--- config.mk ---
export PLATFORM = sky130hd
export DESIGN_NAME = sr_ff_bank
export DESIGN_NICKNAME = d
export VERILOG_FILES = /design/src/rtl/sr_ff_bank.sv
export SDC_FILE = /design/constraint.sdc
export NUM_CORES = 1
export LEC_CHECK = 0
export CAP_MARGIN = 25
export CORE_UTILIZATION = 45
export CTS_CLUSTER_DIAMETER = 120
export CTS_CLUSTER_SIZE = 28
export DETAILED_ROUTE_END_ITERATION = 10
export PLACE_DENSITY = 0.81
export SETUP_SLACK_MARGIN = 0.5
export SLEW_MARGIN = 0
export SYNTH_ARGS = -nofsm -noshare
export SYNTH_HDL_FRONTEND = slang
export SYNTH_SLANG_ARGS = --single-unit
--- constraint.sdc ---
create_clock -name clk -period 2.2 [get_ports clk]
set_input_delay 0.33 -clock clk [delete_from_list [all_inputs] [get_ports clk]]
set_output_delay 0.33 -clock clk [all_outputs]
set_load 0.01 [all_outputs]
--- src/rtl/sr_ff_bank.sv ---
// WIDTH-bit bank of enabled SR/JK/D/T flip-flops with sticky SR-illegal flags and a saturating error count.
// Latency: one cycle from input sample to q. Backpressure: none, every edge updates every enabled bit.
module sr_ff_bank #(
  parameter int               WIDTH     = 8,
  parameter logic [WIDTH-1:0] RST_VAL   = '0,
  parameter int               SR_POLICY = 0,
  parameter int               CNT_W     = 8
) (
  input  logic             clk,
  input  logic             rst,
  input  logic [1:0]       mode,
  input  logic [WIDTH-1:0] en,
  input  logic [WIDTH-1:0] a,
  input  logic [WIDTH-1:0] b,
  input  logic             err_clr,
  output logic [WIDTH-1:0] q,
  output logic [WIDTH-1:0] qb,
  output logic [WIDTH-1:0] err_flag,
  output logic [CNT_W-1:0] err_cnt
);

  localparam logic [1:0] MODE_SR = 2'b00;
  localparam logic [1:0] MODE_JK = 2'b01;
  localparam logic [1:0] MODE_D  = 2'b10;
  localparam logic [1:0] MODE_T  = 2'b11;

  logic [WIDTH-1:0] q_nxt;
  logic [WIDTH-1:0] ill;
  logic             any_ill;

  always_comb begin
    q_nxt = q;
    ill   = '0;
    for (int i = 0; i < WIDTH; i++) begin
      if (en[i]) begin
        case (mode)
          MODE_SR: begin
            case ({a[i], b[i]})
              2'b01:   q_nxt[i] = 1'b0;
              2'b10:   q_nxt[i] = 1'b1;
              2'b11: begin
                ill[i] = 1'b1;
                // S=R=1 resolves to a defined value, never X
                case (SR_POLICY)
                  1:       q_nxt[i] = 1'b1;
                  2:       q_nxt[i] = 1'b0;
                  3:       q_nxt[i] = ~q[i];
                  default: q_nxt[i] = q[i];
                endcase
              end
              default: q_nxt[i] = q[i];
            endcase
          end
          MODE_JK: begin
            case ({a[i], b[i]})
              2'b01:   q_nxt[i] = 1'b0;
              2'b10:   q_nxt[i] = 1'b1;
              2'b11:   q_nxt[i] = ~q[i];
              default: q_nxt[i] = q[i];
            endcase
          end
          MODE_D:  q_nxt[i] = a[i];
          MODE_T:  q_nxt[i] = a[i] ? ~q[i] : q[i];
          default: q_nxt[i] = q[i];
        endcase
      end
    end
  end

  assign any_ill = |ill;
  assign qb      = ~q;

  always_ff @(posedge clk) begin
    if (rst) begin
      q        <= RST_VAL;
      err_flag <= '0;
      err_cnt  <= '0;
    end else begin
      q <= q_nxt;
      if (err_clr) begin
        err_flag <= ill;
        err_cnt  <= CNT_W'(any_ill);
      end else begin
        err_flag <= err_flag | ill;
        if (any_ill && (err_cnt != {CNT_W{1'b1}}))
          err_cnt <= err_cnt + 1'b1;
      end
    end
  end

endmodule

==> impl_metrics.csv, run 1 <==
group,metric,value,unit
run_status,run_status,"complete, no violations",
worst_setup_path,cp_cell_sequence,"clkdlybuf4s50_1 > or2_1 > or4_4 > or3_1 > a21oi_1",
timing,fin_skew,0.00192,ns
finish,fin_cells,351,
global_route,grt_max_degree,26,
route,drt_iter0_drc,144,
clocking,cts_root_buf,"clkbuf_8",
clocking,clkLatencyLatePin,0.27,ns
job,cap_violations,0,
place,dp.cells,342,
clocking,numCtsBuffers,3,
global_route,grt_pass1_vias,1904,
worst_setup_path,crit_type,"in -> reg",
worst_setup_path,slowest_delay,0.44,ns
min_path,min_from,"a[1]",
route,drc,0,
timing,slew_headroom,72.8,%
logic_synthesis,synthesis.nets,265,
floorplan,die_area,0.00398,sq mm
logic_synthesis,synth_seq_cells,24,
worst_setup_path,rr_endpoint,"err_cnt[5]",
floorplan,core,0.00344,sq mm
global_route,antenna_found_initial,0,
route,postRouteAntennaNets,0,
worst_setup_path,ff2ff_path_depth,6,
floorplan,row_count,21,
floorplan,die_w,63.1,um
place,place_hpwl,3730,um
route,totalWireLength,5250,um
timing,rsz0062_at_grt,"true",
pwr,ir_worst_vdd,280,uV
pwr,total_power,1.24,mW
clocking,path_clk_slew,0.09,ns
logic_synthesis,syn_area_per_cell,7.70,sq um
clocking,clock-sinks,24,
worst_setup_path,critPathSlowestCell,"clkdlybuf4s50_1",
clocking,cts_max_path_buffers,2,
place,portBuffers,60,
timing,min_period,1.67,ns
finish,postLayoutCellArea,0.00272,sq mm
worst_setup_path,cpLargestDelayFamily,"simple AND/OR/NAND/NOR gates",
worst_setup_path,r2r_start,"err_cnt[0]",
timing,fin_crit_sh,76.1,%
pwr,power.leakage,1.20,nW
worst_setup_path,cp.required,2.41,ns
logic_synthesis,synthesis.area,0.00168,sq mm
route,via_per_inst,5.75,
clocking,hold_buffers,0,
clocking,ctsHtreeMaxLevel,1,
clocking,cts_tree,"built",
pwr,swShare,28.1,%
worst_setup_path,startpoint_type,"primary input",
min_path,min_path_cells,3,
finish,final_cell_mix,"clkdlybuf4s50_1 (44), buf_4 (32), inv_1 (27)",
floorplan,die_y,63.1,um
finish,drive_above_1_share,20.7,%
pwr,p_int,891,uW
floorplan,start_util,48.7,%
pwr,comb_power_share,30.3,%
route,dr.pass1.iters,4,
place,gp_congestion,0.842,
finish,layout.nets,353,
min_path,min_to,"q[1]",
global_route,grt-busiest-layer,"met2",
global_route,grt_pass1_wl,8380,um
min_path,hold_path.class,"in -> reg",
logic_synthesis,synth.yosys.warnings,0,
global_route,grt.met3_usage,3.44,%
place,dpl_cell_area,0.00251,sq mm
finish,utilization,78.9,%
global_route,grtUsageMet1,31.6,%
finish,fillerInstances,250,
logic_synthesis,synth-seq-area-share,28.6,%
timing,finalMaxSlewViolations,0,
worst_setup_path,r2r_slack,0.54,ns
worst_setup_path,cp-end-kind,"flip-flop",
pwr,p_clk_share,32.3,%
route,num_vias,2018,
pwr,cellPowerDensity,457,mW/mm^2
timing,setup_viol,0,
timing,clock.fmax,0.597,GHz
pwr,seqPwrFrac,37.4,%
worst_setup_path,critical_path_arrival,1.88,ns
place,pre_cts_ws,-0.114,ns
global_route,track_usage,26.2,%
worst_setup_path,path_buf_inv,1,
global_route,use_met2,46.5,%
worst_setup_path,critPathMaxFanout,4,
floorplan,ios,61,
route,wl_per_cell,15.0,um
global_route,gr-total-overflow,0,
finish,syn_to_final_growth,61.8,%
pwr,p_sw,349,uW
timing,tightestPinTransition,0.407,ns
finish,mostFrequentLayoutCell,"clkdlybuf4s50_1",
logic_synthesis,synth_cells,218,
logic_synthesis,synth_cell_types,36,
finish,antenna_cells,0,
timing,fin_ws,0.526,ns
timing,hold_viol,0,
[stage by stage]
step / hold WS [ns] / setup TNS [ns]
2_1_floorplan: 0.440 / 0
3_3_place_gp: 0.469 / -0.115
3_5_place_dp: 0.477 / -0.206
4_1_cts: 0.507 / 0
5_1_grt: 0.503 / 0
6_report: 0.456 / 0
[layout make-up]
type,instances,area (sq um),share of cell area (%)
clock buffers,3,41.3,1.52
well taps,46,57.6,2.12
repair buffers,93,843,31.1
clock inverters,1,30.0,1.11
inverters,27,101,3.73
multi-input cells,157,1160,42.6
flip-flops and latches,24,485,17.9
[repair_timing]
item                                   in CTS  in global routing
endpoints found under the hold margin       0                  0
setup buffers                               5                  0
pin swaps                                   9                  1
resized for setup                          32                 12
setup endpoints to repair                  14                 11
[worst max path at each step]
stage,start,end,depth (start not counted)
after floorplan,err_cnt[0],err_cnt[5],6
after global placement,b[6],err_cnt[6],7
after detailed placement,a[7],err_cnt[6],7
after CTS,err_cnt[0],err_cnt[5],6
after global routing,mode[1],q[6],7
final,mode[1],err_cnt[5],5
[cell usage after synthesis, drive strengths merged]
cell type   n  area [sq um]
a31oi       4          25.0
a221oi      1          8.76
nor3b       1          7.51
or4         4          30.0
a211oi      5          37.5
nand4       2          12.5
clkbuf      7          26.3
or3         6          37.5
o41ai       1          8.76
nand4b      1          8.76
o2bb2ai     2          17.5
nor3        7          35.0
ha         18           225
o211ai      4          30.0
a221o       5          50.1
mux2i       2          20.0
o221ai      5          43.8
o31ai       1          7.51
dfxtp      24           480
buf         3          21.3
o211a       7          70.1
nor2       26          97.6
nor4        1          6.26
nor2b       2          12.5
o21ai       7          35.0
or2         2          12.5
a311oi      1          8.76
a21oi      10          50.1
inv        27           101
o22a        1          8.76
o22ai       2          12.5
nand2      21          78.8
nand3       6          30.0
a222oi      2          20.0
[registers in the layout (all words and copies together), names as in the netlist]
name / cells
err_cnt: 8
err_flag: 8
q: 8
[power groups by stage]
| stage | combinational [mW] | clock [mW] | sequential (mW) |
|---|---|---|---|
| finish | 0.376 | 0.400 | 0.464 |
| global route | 0.406 | 0.422 | 0.466 |
| CTS | 0.362 | 0.402 | 0.463 |
| detailed placement | 0.348 | 0 | 0.474 |
| global placement | 0.341 | 0 | 0.474 |
| floorplan | 0.151 | 0 | 0.481 |
[tightest hold or removal path, cell delays in order]
cell	delay, ns
dlymetal6s2s_1	0.16
a222oi_1	0.11
nor2_1	0.09
[per-layer routing]
layer	share of wire (%)	vias to the layer above	wire, um
met5	0	-	0
met4	1.5	0	80
met3	5.7	6	300
met2	51	91	2680
met1	42	957	2190
li1	-	964	-
[cells by family after synthesis]
group,count (synthesis),share of synthesized area [%]
AOI/OAI and AO/OA,58,25.9
adders and majority gates,18,13.4
buffers and inverters,37,8.87
DFF,24,28.6
muxes,2,1.19
and+or+nand+nor,79,22.0
(Power assumes the default switching activity.)
==> run 2, diff against run 1 <==
==> constraint.sdc (replaced) <==
create_clock -name clk -period 1.6 [get_ports clk]
set_input_delay 0.24 -clock clk [delete_from_list [all_inputs] [get_ports clk]]
set_output_delay 0.24 -clock clk [all_outputs]
set_load 0.01 [all_outputs]
==> impl_metrics.csv, run 2 <==
group,metric,value,unit
logic_synthesis,async_reset_ff_share,0,%
place,portBuffers,60,
logic_synthesis,synth_cell_types,36,
floorplan,ios,61,
clocking,numCtsBuffers,3,
logic_synthesis,synth.most_common_cell,"inv_1",
logic_synthesis,syn_area_per_cell,7.70,sq um
logic_synthesis,synth-seq-area-share,28.6,%
logic_synthesis,synth.yosys.warnings,0,
run_status,run_status,"stopped before the end",
logic_synthesis,synthTopCellsByArea,"dfxtp_1 (29%), ha_1 (13%), inv_1 (6.0%)",
place,dpl_cell_area,0.00275,sq mm
floorplan,row_count,21,
logic_synthesis,synthesis.area,0.00168,sq mm
place,gp_congestion,0.913,
clocking,cts_root_buf,"clkbuf_8",
run_status,stop_stage,"4_1_cts",
floorplan,die_y,63.1,um
clocking,cts_resized,301,
floorplan,start_util,48.7,%
clocking,hold_buffers,0,
logic_synthesis,synth_cells,218,
logic_synthesis,synth_edf_count,0,
clocking,cts_max_path_buffers,2,
logic_synthesis,synth_common_cells,"inv_1 (27), nor2_1 (26), dfxtp_1 (24)",
logic_synthesis,synthDominantCellAreaShare,28.6,%
run_status,firstError,"[ERROR DPL-0038] Utilization greater than 100%, impossible to legalize",
logic_synthesis,synthFlopType,"dfxtp_1",
logic_synthesis,synth_seq_cells,24,
logic_synthesis,synth_area_leader_cell,"dfxtp_1",
clocking,clock-sinks,24,
clocking,ctsHtreeMaxLevel,1,
floorplan,die_w,63.1,um
place,place_hpwl,3840,um
place,dp.cells,365,
logic_synthesis,synthesis.nets,265,
clocking,cts_setup_buffers,23,
==> run 2: cell counts after synthesis <==
No cell type changed its count.
==> run 2: through the flow <==
stage | setup WS [ns] | setup TNS, ns
detailed placement | -0.394 | -4.07
global placement | -0.350 | -3.63
floorplan | -0.00600 | -0.00600
==> run 2: kinds of logic after synthesis <==
group | count (synthesis) | synth area share, %
AO/OA/AOI/OAI | 58 | 25.9
adder cells (fa/ha/maj) | 18 | 13.4
buffers and inverters | 37 | 8.87
flip-flops | 24 | 28.6
multiplexers | 2 | 1.19
AND/OR/NAND/NOR | 79 | 22.0
==> run 3, diff against run 2 <==
--- a/config.mk
+++ b/config.mk
@@ -6,12 +6,9 @@
 export NUM_CORES = 1
 export LEC_CHECK = 0
 export CAP_MARGIN = 25
-export CORE_UTILIZATION = 45
-export CTS_CLUSTER_DIAMETER = 120
-export CTS_CLUSTER_SIZE = 28
+export CORE_UTILIZATION = 40
 export DETAILED_ROUTE_END_ITERATION = 10
-export PLACE_DENSITY = 0.81
-export SETUP_SLACK_MARGIN = 0.5
+export PLACE_DENSITY_LB_ADDON = 0.15
 export SLEW_MARGIN = 0
 export SYNTH_ARGS = -nofsm -noshare
 export SYNTH_HDL_FRONTEND = slang
==> impl_metrics.csv, run 3 (synthesized netlist as in run 1, its figures left out) <==
group,metric,value,unit
clocking,cts_tree,"built",
job,cap_violations,0,
worst_setup_path,ff2ff_path_depth,6,
pwr,cellPowerDensity,575,mW/mm^2
route,drc,0,
worst_setup_path,crit_type,"reg -> reg",
finish,drive_above_1_share,30.9,%
timing,fin_crit_sh,107,%
timing,tightestPinTransition,0.383,ns
finish,fin_cells,387,
run_status,run_status,"complete, but fails checks",
global_route,grt_pass1_vias,1892,
route,totalWireLength,5390,um
route,via_per_inst,5.35,
worst_setup_path,critical_path_arrival,1.93,ns
floorplan,row_count,23,
timing,finalMaxSlewViolations,0,
place,portBuffers,60,
run_status,violations,"setup timing",
timing,setup_viol,3,
place,gp_congestion,0.857,
pwr,ir_worst_vdd,452,uV
min_path,min_path_cells,4,
route,wl_per_cell,13.9,um
global_route,gr-total-overflow,0,
clocking,numCtsBuffers,3,
floorplan,core,0.00400,sq mm
min_path,min_to,"q[2]",
timing,fin_setup_tns,-0.164,ns
pwr,power.leakage,1.48,nW
finish,syn_to_final_growth,82.2,%
clocking,ctsHtreeMaxLevel,1,
floorplan,die_area,0.00446,sq mm
route,postRouteAntennaNets,0,
worst_setup_path,cp.required,1.82,ns
timing,min_period,1.71,ns
worst_setup_path,r2r_slack,-0.11,ns
clocking,clkLatencyLatePin,0.27,ns
finish,layout.nets,385,
timing,clock.fmax,0.583,GHz
route,met2_length,2610,um
finish,final_cell_mix,"buf_4 (62), clkdlybuf4s50_1 (41), inv_1 (27)",
min_path,hold_path.class,"in -> reg",
finish,antenna_cells,0,
floorplan,ios,61,
min_path,min_from,"b[2]",
clocking,clock-sinks,24,
finish,reg_top3,"err_cnt (8), err_flag (8), q (8)",
floorplan,die_w,66.8,um
global_route,grt_max_degree,24,
worst_setup_path,r2r_start,"err_cnt[0]",
timing,slew_headroom,74.3,%
global_route,track_usage,24.6,%
global_route,grt_pass1_wl,8270,um
global_route,antenna_found_initial,0,
timing,rsz0062_at_grt,"true",
timing,fin_ws,-0.115,ns
floorplan,die_y,66.8,um
timing,hold_viol,0,
route,num_vias,2070,
route,drt_iter0_drc,104,
route,dr.max_layer_used,"met4",
clocking,path_clk_slew,0.09,ns
place,place_hpwl,3760,um
clocking,cts_max_path_buffers,2,
clocking,cts_root_buf,"clkbuf_8",
route,dr.pass1.iters,4,
floorplan,start_util,41.9,%
place,dp.cells,371,
worst_setup_path,rr_endpoint,"err_cnt[5]",
worst_setup_path,cp-end-kind,"flip-flop",
clocking,hold_buffers,0,
route,wl_met1,2390,um
worst_setup_path,startpoint_type,"flip-flop",
finish,mostFrequentLayoutCell,"buf_4",
timing,fin_skew,0.00283,ns
route,wl_met3,272,um
worst_setup_path,critPathMaxFanout,4,
==> run 3: how the worst max path moves through the flow <==
stage	start	end	slack, ns	cells past startpoint
global route	err_cnt[0]	err_cnt[5]	-0.14	6
detailed placement	b[5]	err_cnt[6]	-0.48	8
global placement	a[5]	err_cnt[6]	-0.45	8
floorplan	err_cnt[1]	err_cnt[5]	-0.008	6
CTS	err_cnt[0]	err_cnt[5]	-0.1	6
finish	err_cnt[0]	err_cnt[5]	-0.11	6
==> run 3: metal layers <==
layer | track usage, % | vias to the layer above
li1 | - | 1024
met1 | 31.2 | 962
met2 | 42.7 | 72
met3 | 3.25 | 12
met4 | 7.18 | 0
met5 | 0 | -
==> run 3: repair_timing <==
action | 4_1_cts | 5_1_grt
resized for setup | 24 | 34
hold endpoints to repair | 0 | 0
pin swaps | 9 | 12
setup buffers | 8 | 5
endpoints found under the setup margin | 10 | 15
==> run 3: layout make-up <==
class	instances	area [sq um]
clock buffers	3	41.3
clock inverters	1	30.0
fillers	306	943
inverters	27	101
multi-input cells	157	1200
flip-flops and latches	24	489
well taps	50	62.6
repair buffers	125	1130
==> run 3: worst max-delay path: stages (launching register included) <==
cell,delay (ns)
dfxtp_4,0.37
ha_4,0.16
nand3_4,0.09
nor3_4,0.06
or4_4,0.50
or3_4,0.35
a21oi_2,0.12
==> run 3: where the power goes <==
group          switching, mW  leakage, nW  internal (mW)
combinational          0.257         1.24          0.312
sequential            0.0191        0.197          0.619
clock                  0.216       0.0357          0.335
==> run 3: through the flow <==
step                total power [mW]  setup WS (ns)  area [sq um]  utilization (%)  hold WS, ns
floorplan                      0.868       -0.00794          1710                -        0.350
detailed placement              1.16         -0.478          2730             68.2        0.482
global route                    1.84         -0.143          3060             76.4        0.511
finish                          1.76         -0.115          3060             76.4        0.456
global placement                1.16         -0.453          2730             68.2        0.478
CTS                             1.74        -0.0991          2920             73.0        0.505
==> run 4, diff against run 3 <==
--- a/config.mk
+++ b/config.mk
@@ -5,7 +5,7 @@
 export SDC_FILE = /design/constraint.sdc
 export NUM_CORES = 1
 export LEC_CHECK = 0
-export CAP_MARGIN = 25
+export CAP_MARGIN = 20
 export CORE_UTILIZATION = 40
 export DETAILED_ROUTE_END_ITERATION = 10
 export PLACE_DENSITY_LB_ADDON = 0.15
==> constraint.sdc (replaced) <==
create_clock -name clk -period 1.6 [get_ports clk]
set_input_delay 0.24 -clock clk [delete_from_list [all_inputs] [get_ports clk]]
set_output_delay 0.24 -clock clk [all_outputs]
set_load 0.05 [all_outputs]
==> impl_metrics.csv, run 4 (synthesized netlist as in run 1, its figures left out) <==
group,metric,value,unit
route,dr.pass1.iters,4,
finish,final_cell_mix,"buf_4 (95), nor2_1 (25), inv_1 (21)",
floorplan,start_util,41.9,%
pwr,ir_worst_vdd,537,uV
pwr,comb_power_share,39.3,%
clocking,path_clk_slew,0.09,ns
route,via_per_inst,5.16,
worst_setup_path,critical_path_arrival,1.84,ns
timing,fin_ws,-0.0267,ns
run_status,violations,"setup timing",
clocking,hold_buffers,0,
timing,setup_viol,2,
worst_setup_path,cp.required,1.81,ns
clocking,cts_max_path_buffers,2,
place,pre_cts_ws,-0.541,ns
finish,mostFrequentLayoutCell,"buf_4",
finish,drive_above_1_share,42.6,%
finish,fin_cells,386,
route,totalWireLength,4900,um
route,postRouteAntennaNets,0,
place,dp.cells,371,
global_route,grt_pass1_wl,7820,um
global_route,track_usage,22.6,%
worst_setup_path,cp-end-kind,"flip-flop",
finish,antenna_cells,0,
timing,rsz0062_at_grt,"true",
clocking,numCtsBuffers,3,
timing,slew_headroom,74.6,%
worst_setup_path,crit_type,"reg -> reg",
run_status,run_status,"complete, but fails checks",
floorplan,die_area,0.00446,sq mm
route,num_vias,1991,
floorplan,die_y,66.8,um
clocking,clock-sinks,24,
timing,min_period,1.63,ns
pwr,power.leakage,1.41,nW
route,wl_per_cell,12.7,um
clocking,ctsHtreeMaxLevel,1,
timing,fin_setup_tns,-0.0458,ns
timing,clock.fmax,0.615,GHz
route,wl_met1,2150,um
finish,reg_top3,"err_cnt (8), err_flag (8), q (8)",
pwr,swShare,35.5,%
pwr,total_power,1.69,mW
route,dr.max_layer_used,"met4",
floorplan,row_count,23,
worst_setup_path,critPathMaxFanout,3,
clocking,cts_tree,"built",
worst_setup_path,startpoint_type,"flip-flop",
finish,layout.nets,384,
global_route,grt_pass1_vias,1811,
min_path,hold_path.class,"in -> reg",
finish,syn_to_final_growth,71.2,%
pwr,p_int,1.09,mW
place,gp_congestion,0.802,
pwr,p_clk_share,22.3,%
finish,fillerInstances,318,
pwr,p_sw,600,uW
timing,hold_viol,0,
pwr,seqPwrFrac,38.4,%
place,portBuffers,60,
pwr,cellPowerDensity,588,mW/mm^2
global_route,grt_max_degree,26,
route,drt_iter0_drc,130,
worst_setup_path,critPathSlowestCell,"or4_4",
worst_setup_path,slowest_delay,0.42,ns
timing,finalMaxSlewViolations,0,
timing,fin_skew,0.00322,ns
timing,fin_crit_sh,102,%
job,cap_violations,0,
route,wl_met3,234,um
floorplan,core,0.00400,sq mm
global_route,antenna_found_initial,0,
clocking,clkLatencyLatePin,0.27,ns
floorplan,ios,61,
route,met2_length,2480,um
route,drc,0,
floorplan,die_w,66.8,um
global_route,gr-total-overflow,0,
timing,tightestPinTransition,0.380,ns
worst_setup_path,cp_cell_sequence,"ha_4 > nand3_2 > buf_4 > or3_4 > or4_4 > nand2_2",
place,place_hpwl,3520,um
clocking,cts_root_buf,"clkbuf_8",
## run 4: cell types whose count changed in the layout (fill, tap and decap cells not counted), sizes merged
cell / delta
clkinv: +1
nor2: +1
clkinvlp: +6
dlygate4sd2: +11
clkdlybuf4s50: -35
clkbuf: -1
bufinv: -1
dlymetal6s2s: -7
inv: -6
buf: +30
## run 4: final timing paths
path	from	end	slack [ns]	cells past startpoint
setup / recovery	err_cnt[1]	err_cnt[4]	-0.03	6
hold / removal	en[5]	q[5]	0.32	3
setup reg to reg	err_cnt[1]	err_cnt[4]	-0.03	6
hold reg to reg	err_flag[5]	err_flag[5]	0.50	2
## run 4: power groups by stage
| stage | registers (mW) | clock network [mW] | logic, mW |
|---|---|---|---|
| floorplan | 0.744 | 0 | 0.269 |
| global route | 0.653 | 0.408 | 0.712 |
| CTS | 0.649 | 0.385 | 0.661 |
| finish | 0.649 | 0.376 | 0.663 |
| global placement | 0.663 | 0 | 0.623 |
| detailed placement | 0.663 | 0 | 0.631 |
## run 4: critical path: cells and delay by family (launching register included)
kind          cells  cell delay [ns]
flops             1             0.38
fa+ha+maj         1             0.14
simple gates      4             0.91
buf+inv           1             0.15
## run 4: through the flow
stage	instance area, sq um	util, %	hold WS, ns
finish	2870	71.8	0.316
global route	2870	71.8	0.319
CTS	2820	70.4	0.494
detailed placement	2680	67.0	0.478
global placement	2680	67.0	0.473
floorplan	1750	-	0.342
## run 4: area by class of cell
cell class / count / area (sq um) / area share, %
Clock buffer: 3 / 41.3 / 1.44
Timing Repair Buffer: 123 / 996 / 34.7
Multi-Input combinational cell: 158 / 1140 / 39.7
Tap cell: 50 / 62.6 / 2.18
Clock inverter: 1 / 3.75 / 0.131
Sequential cell: 24 / 504 / 17.6
Inverter: 27 / 124 / 4.31
## run 4: per-layer routing
| metal | up-vias | global-route usage [%] |
|---|---|---|
| met3 | 4 | 4.28 |
| li1 | 1026 | - |
| met1 | 911 | 27.9 |
| met2 | 50 | 40.7 |
| met4 | 0 | 3.99 |
| met5 | - | 0 |
## run 4: timing repair
action | in CTS | in global routing
resized for setup | 28 | 15
pin swaps | 8 | 7
buffers inserted | 10 | 1
gates cloned | 1 | 0
setup endpoints to repair | 12 | 7
